### config.mk
export PLATFORM = sky130hd
export DESIGN_NAME = psram_arbiter_flat
export DESIGN_NICKNAME = d
export VERILOG_FILES = /design/src/rtl/psram_pkg.sv /design/src/rtl/psram_arbiter_if.sv /design/src/rtl/psram_arb_pick.sv /design/src/rtl/psram_arbiter.sv /design/src/flat_wrapper.sv
export SDC_FILE = /design/constraint.sdc
export NUM_CORES = 1
export LEC_CHECK = 0
export BUFFER_PORTS_ARGS = -buffer_cell sky130_fd_sc_hd__buf_2
export CAP_MARGIN = 20
export CORE_MARGIN = 2
export CORE_UTILIZATION = 46
export CTS_CLUSTER_SIZE = 10
export DETAILED_ROUTE_END_ITERATION = 8
export GPL_ROUTABILITY_DRIVEN = 0
export PLACE_DENSITY = 0.94
export SLEW_MARGIN = 0
export SYNTH_ARGS = -nofsm -noshare
export SYNTH_HDL_FRONTEND = slang
export SYNTH_SLANG_ARGS = --single-unit
### constraint.sdc
create_clock -name clk -period 4.8 [get_ports clk]
set_input_delay 0 -clock clk [delete_from_list [all_inputs] [get_ports clk]]
set_output_delay 0 -clock clk [all_outputs]
set_load 0.01 [all_outputs]
### src/rtl/psram_pkg.sv
// Shared types and constants for the PSRAM requester arbiter.
// Holds the FSM encoding, bus widths and a port-wrap helper.
package psram_pkg;

  localparam int PSRAM_ADDR_W = 22;
  localparam int PSRAM_DATA_W = 16;

  typedef enum logic [1:0] {
    IDLE,
    ISSUE,
    WAIT,
    DONE
  } arb_state_e;

  // (base + off) mod n, for base < n and off < n
  function automatic int port_wrap(
    input int base,
    input int off,
    input int n
  );
    int s;
    s = base + off;
    return (s >= n) ? s - n : s;
  endfunction

endpackage

### src/rtl/psram_arbiter_if.sv
// Bundle between requesters / controller and the PSRAM arbiter.
// slave: arbiter view; master: requester + controller view.
interface psram_arbiter_if
  import psram_pkg::*;
#(
  parameter int NPORT  = 3,
  parameter int ADDR_W = PSRAM_ADDR_W,
  parameter int DATA_W = PSRAM_DATA_W
);

  localparam int IDW = (NPORT > 1) ? $clog2(NPORT) : 1;

  logic [NPORT-1:0]        req;
  logic [NPORT-1:0]        we;
  logic [NPORT-1:0]        byte_we;
  logic [NPORT*ADDR_W-1:0] addr;
  logic [NPORT*DATA_W-1:0] wdata;
  logic [NPORT-1:0]        ack;
  logic [DATA_W-1:0]       rdata;
  logic [IDW-1:0]          grant_id;

  logic                    mem_read;
  logic                    mem_write;
  logic [ADDR_W-1:0]       mem_addr;
  logic [DATA_W-1:0]       mem_din;
  logic                    mem_byte_write;
  logic [DATA_W-1:0]       mem_dout;
  logic                    mem_busy;

  modport slave (
    input  req, we, byte_we, addr, wdata,
    input  mem_dout, mem_busy,
    output ack, rdata, grant_id,
    output mem_read, mem_write, mem_addr,
    output mem_din, mem_byte_write
  );

  modport master (
    output req, we, byte_we, addr, wdata,
    output mem_dout, mem_busy,
    input  ack, rdata, grant_id,
    input  mem_read, mem_write, mem_addr,
    input  mem_din, mem_byte_write
  );

endinterface

### src/rtl/psram_arb_pick.sv
// Combinational winner select: first pending req at or after start.
// Ports: req, start in; any, onehot, idx out.
module psram_arb_pick
  import psram_pkg::*;
#(
  parameter int NPORT = 3,
  parameter int IDW   = 2
) (
  input  logic [NPORT-1:0] req,
  input  logic [IDW-1:0]   start,
  output logic             any,
  output logic [NPORT-1:0] onehot,
  output logic [IDW-1:0]   idx
);

  int p;

  // Scan from farthest to nearest so the nearest hit is written last.
  always_comb begin
    any    = |req;
    onehot = '0;
    idx    = '0;
    p      = 0;
    for (int i = NPORT - 1; i >= 0; i--) begin
      p = port_wrap(int'(start), i, NPORT);
      if (req[p]) begin
        onehot    = '0;
        onehot[p] = 1'b1;
        idx       = IDW'(p);
      end
    end
  end

endmodule

### src/rtl/psram_arbiter.sv
// Shares one PSRAM controller among NPORT requesters.
// Ports: clk, reset (async, active-high), bus (psram_arbiter_if.slave).
// Define PSRAM_ARB_RR_EN for round-robin; default is fixed priority.
module psram_arbiter
  import psram_pkg::*;
#(
  parameter int NPORT  = 3,
  parameter int ADDR_W = PSRAM_ADDR_W,
  parameter int DATA_W = PSRAM_DATA_W
) (
  input logic            clk,
  input logic            reset,
  psram_arbiter_if.slave bus
);

  localparam int IDW = (NPORT > 1) ? $clog2(NPORT) : 1;

  arb_state_e        state_q, state_d;
  logic              grant;
  logic              any_req;
  logic [NPORT-1:0]  win_oh;
  logic [IDW-1:0]    win_idx;
  logic [IDW-1:0]    start;

  logic              sel_we, sel_bw;
  logic [ADDR_W-1:0] sel_addr;
  logic [DATA_W-1:0] sel_din;

  logic              we_q, bw_q;
  logic [ADDR_W-1:0] addr_q;
  logic [DATA_W-1:0] din_q;
  logic [NPORT-1:0]  oh_q;
  logic [IDW-1:0]    gid_q;
  logic [NPORT-1:0]  ack_q;
  logic [DATA_W-1:0] rdata_q;
  logic              rd, wr;

  // No grant while the controller is busy (incl. its init phase).
  assign grant = (state_q == IDLE) && any_req && !bus.mem_busy;

`ifdef PSRAM_ARB_RR_EN
  logic [IDW-1:0] ptr_q;

  always_ff @(posedge clk or posedge reset) begin
    if (reset) begin
      ptr_q <= '0;
    end else if (grant) begin
      ptr_q <= (win_idx == IDW'(NPORT - 1)) ? '0
             : win_idx + IDW'(1);
    end
  end

  assign start = ptr_q;
`else
  assign start = '0;
`endif

  psram_arb_pick #(
    .NPORT (NPORT),
    .IDW   (IDW)
  ) u_pick (
    .req    (bus.req),
    .start  (start),
    .any    (any_req),
    .onehot (win_oh),
    .idx    (win_idx)
  );

  always_comb begin
    sel_we   = 1'b0;
    sel_bw   = 1'b0;
    sel_addr = '0;
    sel_din  = '0;
    for (int i = 0; i < NPORT; i++) begin
      if (win_oh[i]) begin
        sel_we   = bus.we[i];
        sel_bw   = bus.byte_we[i];
        sel_addr = bus.addr[i*ADDR_W +: ADDR_W];
        sel_din  = bus.wdata[i*DATA_W +: DATA_W];
      end
    end
  end

  always_ff @(posedge clk or posedge reset) begin
    if (reset) begin
      state_q <= IDLE;
    end else begin
      state_q <= state_d;
    end
  end

  always_comb begin
    state_d = state_q;
    rd      = 1'b0;
    wr      = 1'b0;
    unique case (state_q)
      IDLE:  if (grant) state_d = ISSUE;
      ISSUE: begin
        rd      = ~we_q;
        wr      = we_q;
        state_d = WAIT;
      end
      WAIT:  if (!bus.mem_busy) state_d = DONE;
      DONE:  state_d = IDLE;
      default: state_d = IDLE;
    endcase
  end

  // Command fields stay frozen until the next grant: the controller
  // still consumes byte_write after it drops the command strobe.
  always_ff @(posedge clk or posedge reset) begin
    if (reset) begin
      we_q    <= 1'b0;
      bw_q    <= 1'b0;
      addr_q  <= '0;
      din_q   <= '0;
      oh_q    <= '0;
      gid_q   <= '0;
      ack_q   <= '0;
      rdata_q <= '0;
    end else begin
      ack_q <= '0;
      if (grant) begin
        we_q   <= sel_we;
        bw_q   <= sel_bw;
        addr_q <= sel_addr;
        din_q  <= sel_din;
        oh_q   <= win_oh;
        gid_q  <= win_idx;
      end
      if (state_q == WAIT && !bus.mem_busy) begin
        ack_q <= oh_q;
        if (!we_q) rdata_q <= bus.mem_dout;
      end
    end
  end

  assign bus.mem_read       = rd;
  assign bus.mem_write      = wr;
  assign bus.mem_addr       = addr_q;
  assign bus.mem_din        = din_q;
  assign bus.mem_byte_write = bw_q;
  assign bus.ack            = ack_q;
  assign bus.rdata          = rdata_q;
  assign bus.grant_id       = gid_q;

endmodule

### src/flat_wrapper.sv
// flat-port wrapper written by rule: the top's interface ports become plain ports
module psram_arbiter_flat import psram_pkg::*;
#(
  parameter int NPORT  = 3,
  parameter int ADDR_W = PSRAM_ADDR_W,
  parameter int DATA_W = PSRAM_DATA_W
)
  (clk, reset, bus_req, bus_we, bus_byte_we, bus_addr, bus_wdata, bus_mem_dout, bus_mem_busy, bus_ack, bus_rdata, bus_grant_id, bus_mem_read, bus_mem_write, bus_mem_addr, bus_mem_din, bus_mem_byte_write);
  psram_arbiter_if #(.NPORT(NPORT), .ADDR_W(ADDR_W), .DATA_W(DATA_W)) bus_i ();
  input logic clk;
  input logic reset;
  input wire logic [$bits(bus_i.req)-1:0] bus_req;
  input wire logic [$bits(bus_i.we)-1:0] bus_we;
  input wire logic [$bits(bus_i.byte_we)-1:0] bus_byte_we;
  input wire logic [$bits(bus_i.addr)-1:0] bus_addr;
  input wire logic [$bits(bus_i.wdata)-1:0] bus_wdata;
  input wire logic [$bits(bus_i.mem_dout)-1:0] bus_mem_dout;
  input wire logic [$bits(bus_i.mem_busy)-1:0] bus_mem_busy;
  output wire logic [$bits(bus_i.ack)-1:0] bus_ack;
  output wire logic [$bits(bus_i.rdata)-1:0] bus_rdata;
  output wire logic [$bits(bus_i.grant_id)-1:0] bus_grant_id;
  output wire logic [$bits(bus_i.mem_read)-1:0] bus_mem_read;
  output wire logic [$bits(bus_i.mem_write)-1:0] bus_mem_write;
  output wire logic [$bits(bus_i.mem_addr)-1:0] bus_mem_addr;
  output wire logic [$bits(bus_i.mem_din)-1:0] bus_mem_din;
  output wire logic [$bits(bus_i.mem_byte_write)-1:0] bus_mem_byte_write;
  assign bus_i.req = bus_req;
  assign bus_i.we = bus_we;
  assign bus_i.byte_we = bus_byte_we;
  assign bus_i.addr = bus_addr;
  assign bus_i.wdata = bus_wdata;
  assign bus_i.mem_dout = bus_mem_dout;
  assign bus_i.mem_busy = bus_mem_busy;
  assign bus_ack = bus_i.ack;
  assign bus_rdata = bus_i.rdata;
  assign bus_grant_id = bus_i.grant_id;
  assign bus_mem_read = bus_i.mem_read;
  assign bus_mem_write = bus_i.mem_write;
  assign bus_mem_addr = bus_i.mem_addr;
  assign bus_mem_din = bus_i.mem_din;
  assign bus_mem_byte_write = bus_i.mem_byte_write;
  psram_arbiter #(.NPORT(NPORT), .ADDR_W(ADDR_W), .DATA_W(DATA_W)) u_core (.clk(clk), .reset(reset), .bus(bus_i));
endmodule
Yosys cells after proc, flatten, opt, wreduce, memory -nomap -nowiden. Index checks and enable logic that the tools add are counted. W data, S select, Z words.

Flip-flop bits (word level): 66. ROM bits: 0. Logic and storage cells: 47. Memories kept: 0. Latch bits: 0. Memory bits (writable): 0.

Shift-type cells: 0. Bitwise gates (word level): 1. Equality and inequality tests: 5. Muxes and demuxes: 24. Magnitude comparators: 0. Add/subtract/negate cells: 0. Div/mod/pow operators: 0. Multiply operators: 0. Reductions and logical operators: 8.

Operators by type and width (number): $mux W22 (3); $mux W16 (3); $mux W3 (4); $mux W2 (5); $mux W1 (8); $pmux W2 S4 (1); $eq A2 B2 Y1 const B (2); $reduce_and A2 Y1 (2); $logic_and A1 B1 Y1 (3); $reduce_or A3 Y1 (1); $eq A2 B1 Y1 const B (1); $logic_not A2 Y1 (1); $ne A2 B1 Y1 const B (1); $ne A2 B2 Y1 const B (1); $logic_not A1 Y1 (1); $not A1 Y1 (1).

Longest topological paths before layout.
Depth after elaboration: 6. Gate-level depth with buffers: 7. Depth with buffers taken out: 5.

Cells and area by module. A second synthesis with hierarchy kept.

Cells, all modules: 337. Area total of the unflattened synthesis: 3614.7 µm².

By module, submodules not included: psram_arbiter (area each 3316.9 µm², times used 1, cells each 298, sequential area each 1651.6 µm²); psram_arb_pick (area each 297.8 µm², times used 1, cells each 39, sequential area each 0.0 µm²).

Worst setup path before layout. OpenSTA, ideal clock, no wires.

Path type: reg-to-reg. Start point: register u_core.state_q[0]. End point: register u_core.rdata_q[0] (netlist: u_core.bus.rdata[0]). Cell stages (with the launch flop): 8. Arrival: 1.593 ns. Setup slack: 3.082 ns. Path buffers: 2. Setup time: 0.125 ns. Cell sequence: dfrtp_1 inv_1 ha_1 nor2b_1 nor2b_1 buf_2 buf_4 mux2_2.

Cells in the longest elaborated chain, start to end: 3.

Ends and longest elaborated chain: from (decl) (RTL line psram_arbiter.sv:18) `arb_state_e state_q, state_d;`; from (signal assigned) (RTL line psram_arbiter.sv:88) `state_q <= state_d;`; $eq A2 B2 Y1 (RTL line psram_arbiter.sv:131) `if (state_q == WAIT && !bus.mem_busy) begin`; $logic_and A1 B1 Y1 (RTL line psram_arbiter.sv:131); $reduce_and A2 Y1 (no source line); to (signal assigned) (RTL line psram_arbiter.sv:133) `if (!we_q) rdata_q <= bus.mem_dout;`; to (decl) (RTL line psram_arbiter.sv:35) `logic [DATA_W-1:0] rdata_q;`.

Every way passes these cells. A chain may end at the register's enable or synchronous reset.

Worst setup path after layout.
Start point: register u_core.state_q[0]. End point: register u_core.rdata_q[8] (netlist: u_core.bus.rdata[8]).

Same word-level chain as after synthesis.

==> impl_metrics.json <==
{
  "p_sw_mw": 0.9141,
  "hp-class": "input port to flop",
  "intPower_mw": 1.606,
  "initial_utilization_pct": 47.50,
  "grt_use_total_pct": 29.80,
  "clock_sink_count": 64,
  "drc": 0,
  "syn-num-nets": 451,
  "path_class": "flop to flop",
  "status": "completed",
  "netlist.area_leader.share_pct": 49.90,
  "fin_skew_ns": 0.005989,
  "post-synth-top-count-cell": "dfrtp_1",
  "rr_startpoint": "u_core.state_q[0]",
  "pin_count": 204,
  "grt_max_degree": 65,
  "synth_cell_types": 28,
  "worstMarginPinSlew_ns": 0.9793,
  "wl_um": 11680,
  "crit_path_top_delay_cell": "nor2b_1",
  "yosysSeqAreaShare_pct": 49.90,
  "synth_area_um2": 3209,
  "ys_seq_elements": 64,
  "path_depth": 6,
  "hp-start": "bus_byte_we[2]",
  "firstDrtPassIters": 5,
  "drt_iter0_drc": 260,
  "drive_above_1_share_pct": 45.01,
  "r2r_cells": 6,
  "yosys.area.top_type": "dfrtp_1",
  "final-hold-violation-count": 0,
  "htree_levels": 3,
  "ff2ff_setup_slack_ns": 2.57,
  "crit_buf_inv": 2,
  "whs_path_depth": 3,
  "power_leakage_nw": 2.449,
  "finalMaxSlewViolations": 0,
  "synth-warning-count": 0,
  "switching_share_pct": 36.28,
  "cpMostUsedCell": "nor2b_1",
  "slew_headroom_pct": 34.71,
  "fin_crit_sh_pct": 46.45,
  "path_clk_slew_ns": 0.07,
  "core_area_um2": 6756,
  "cpPeakStageDelay_ns": 0.61,
  "cp-end-kind": "flop",
  "ys_async_sr_fraction_pct": 100.0,
  "power_density_nw_per_um2": 506.8,
  "comb_power_share_pct": 41.7,
  "detail_route.wl_per_cell_um": 18.51,
  "dpl.hpwl_um": 6968,
  "vias": 3643,
  "cts_buffer_depth": 2,
  "synth_ff_type": "dfrtp_1",
  "critPathMaxFanout": 9,
  "grt_pass1_vias": 3686,
  "dieHeight_um": 87.53,
  "postCtsSetupBuffers": 0,
  "syn_inst": 306,
  "row_count": 30,
  "p_seq_share_pct": 38.2,
  "syn_area_per_cell_um2": 10.49,
  "setup_viol": 0,
  "ir_drop_v": 0.0001928,
  "min_to": "u_core.bus.mem_byte_write",
  "final_core_util_pct": 73.59,
  "finalNetCount": 691,
  "ys_top_cells_by_area": "dfrtp_1, a221oi_1, o31ai_1",
  "fp.dieW_um": 87.53,
  "maxCapViolations": 0,
  "grt_first_pass_wirelength_um": 17550,
  "arrival_ns": 2.43,
  "critPathTopFamily": "simple AND/OR/NAND/NOR gates",
  "power_frac_clock_pct": 20.2,
  "max_freq_mhz": 448.5,
  "cp-start-kind": "flop",
  "synth_common_cells": "dfrtp_1, a221oi_1, nor2_1, o31ai_1, o21ai_0",
  "diodes": 0,
  "clock_latency_ns": 0.32,
  "cts-root-buf": "clkbuf_8",
  "fin_crit_ns": 2.229,
  "dieArea_um2": 7661,
  "viasPerCell": 5.773,
  "gr-total-overflow": 0,
  "port_buffers": 203,
  "synth-edff-count": 0,
  "rr_endpoint": "u_core.bus.rdata[8]",
  "rsz0062_at_grt": "false",
  "syn2layout_area_growth_pct": 54.93,
  "cts_tree": "built",
  "crit_required_ns": 5.00,
  "ant_nets": 0,
  "fin_tns_setup_ns": 0,
  "cts_inserted_buffers": 9,
  "antenna_found_initial": 0,
  "crit_chain": "inv_1 -> ha_1 -> nor2b_1 -> nor2b_1 -> buf_6 -> mux2_2"
}
per-layer routing:
metal	track usage (%)	share of wire (%)
met1	30.78	34
met2	54.20	52
met3	8.341	9.5
met4	16.08	3.9
met5	0	0
tightest hold or removal path, delay by kind of cell:
kind | cells | cell delay [ns]
AOI/OAI and AO/OA | 1 | 0.09
and+or+nand+nor | 1 | 0.12
buffers and inverters | 1 | 0.10
layout by cell type, fill, tap and decap left out:
cell,count
ha_1,3
inv_1,2
nor3b_4,1
dfrtp_1,64
nand2b_1,1
buf_2,203
clkinv_2,1
nor3_4,1
nand2_1,2
mux2_2,17
a21oi_1,2
nor2b_4,1
a221oi_1,39
a22o_1,3
o21ai_1,6
dlygate4sd3_1,55
o31ai_2,1
nor3_1,1
inv_2,1
a21o_1,1
or3b_4,1
nor2_1,38
buf_6,1
clkbuf_1,1
o21ai_0,36
clkinvlp_4,2
nand2b_2,1
nor2b_1,6
nor2_2,1
clkbuf_8,10
bufinv_16,2
buf_4,4
and2_1,4
o22a_1,1
o31ai_1,38
how the worst max path moves through the flow:
| stage | from | endpoint | slack, ns |
|---|---|---|---|
| final | u_core.state_q[0] | u_core.bus.rdata[8] | 2.57 |
| after global routing | u_core.state_q[0] | u_core.bus.rdata[8] | 2.39 |
| after CTS | u_core.state_q[0] | u_core.bus.rdata[8] | 2.57 |
| after detailed placement | bus_req[0] | u_core.bus.mem_byte_write | 2.48 |
| after global placement | u_core.state_q[0] | u_core.bus.rdata[13] | 2.47 |
| after floorplan | u_core.state_q[0] | u_core.bus.rdata[0] | 3.08 |
stage by stage:
step | instances | total power [mW] | worst slack [ns] | hold WS (ns) | instance area [um2]
2_1_floorplan | 306 | 1.517 | 3.082 | 0.1516 | 3209
3_3_place_gp | 559 | 1.875 | 2.472 | 0.2322 | 4189
3_5_place_dp | 560 | 1.945 | 2.481 | 0.2361 | 4200
4_1_cts | 631 | 2.489 | 2.574 | 0.01260 | 4972
5_1_grt | 631 | 2.669 | 2.390 | 0.006802 | 4972
6_report | 631 | 2.520 | 2.571 | 0.03104 | 4972
registers in the layout, summed over array words and instances, names as in the netlist:
| signal | cells |
|---|---|
| u_core.bus.mem_addr | 22 |
| u_core.bus.mem_din | 16 |
| u_core.bus.rdata | 16 |
| u_core.bus.ack | 3 |
| u_core.oh_q | 2 |
| u_core.state_q | 2 |
| u_core.bus.grant_id | 1 |
| u_core.bus.mem_byte_write | 1 |
| u_core.we_q | 1 |
cell families after synthesis:
logic type | after synthesis | synth area share [%]
AO/OA/AOI/OAI | 127 | 28.11
adder cells (fa/ha/maj) | 3 | 1.170
multiplexers | 17 | 5.965
buffers and inverters | 37 | 6.160
AND/OR/NAND/NOR | 58 | 8.694
flip-flops | 64 | 49.90
cell type report:
class,instances,area [um2]
Clock buffer,11,141.4
Timing Repair Buffer,263,1608
Sequential cell,64,1602
Tap cell,80,100.1
Fill cell,452,1784
Clock inverter,5,80.08
Inverter,3,11.26
Multi-Input combinational cell,205,1430
power by group through the flow:
stage | clock [mW] | combinational, mW | sequential, mW
after floorplan | 0 | 0.459 | 1.06
after global placement | 0 | 0.939 | 0.936
after detailed placement | 0 | 0.990 | 0.955
after CTS | 0.518 | 1.03 | 0.945
after global routing | 0.543 | 1.14 | 0.987
final | 0.508 | 1.05 | 0.962
what timing repair did:
item / in CTS / in global routing
hold buffers: 55 / 0
resized for setup: 0 / 0
hold endpoints to repair: 118 / 0
No activity file was read; power rests on OpenSTA's default activity.
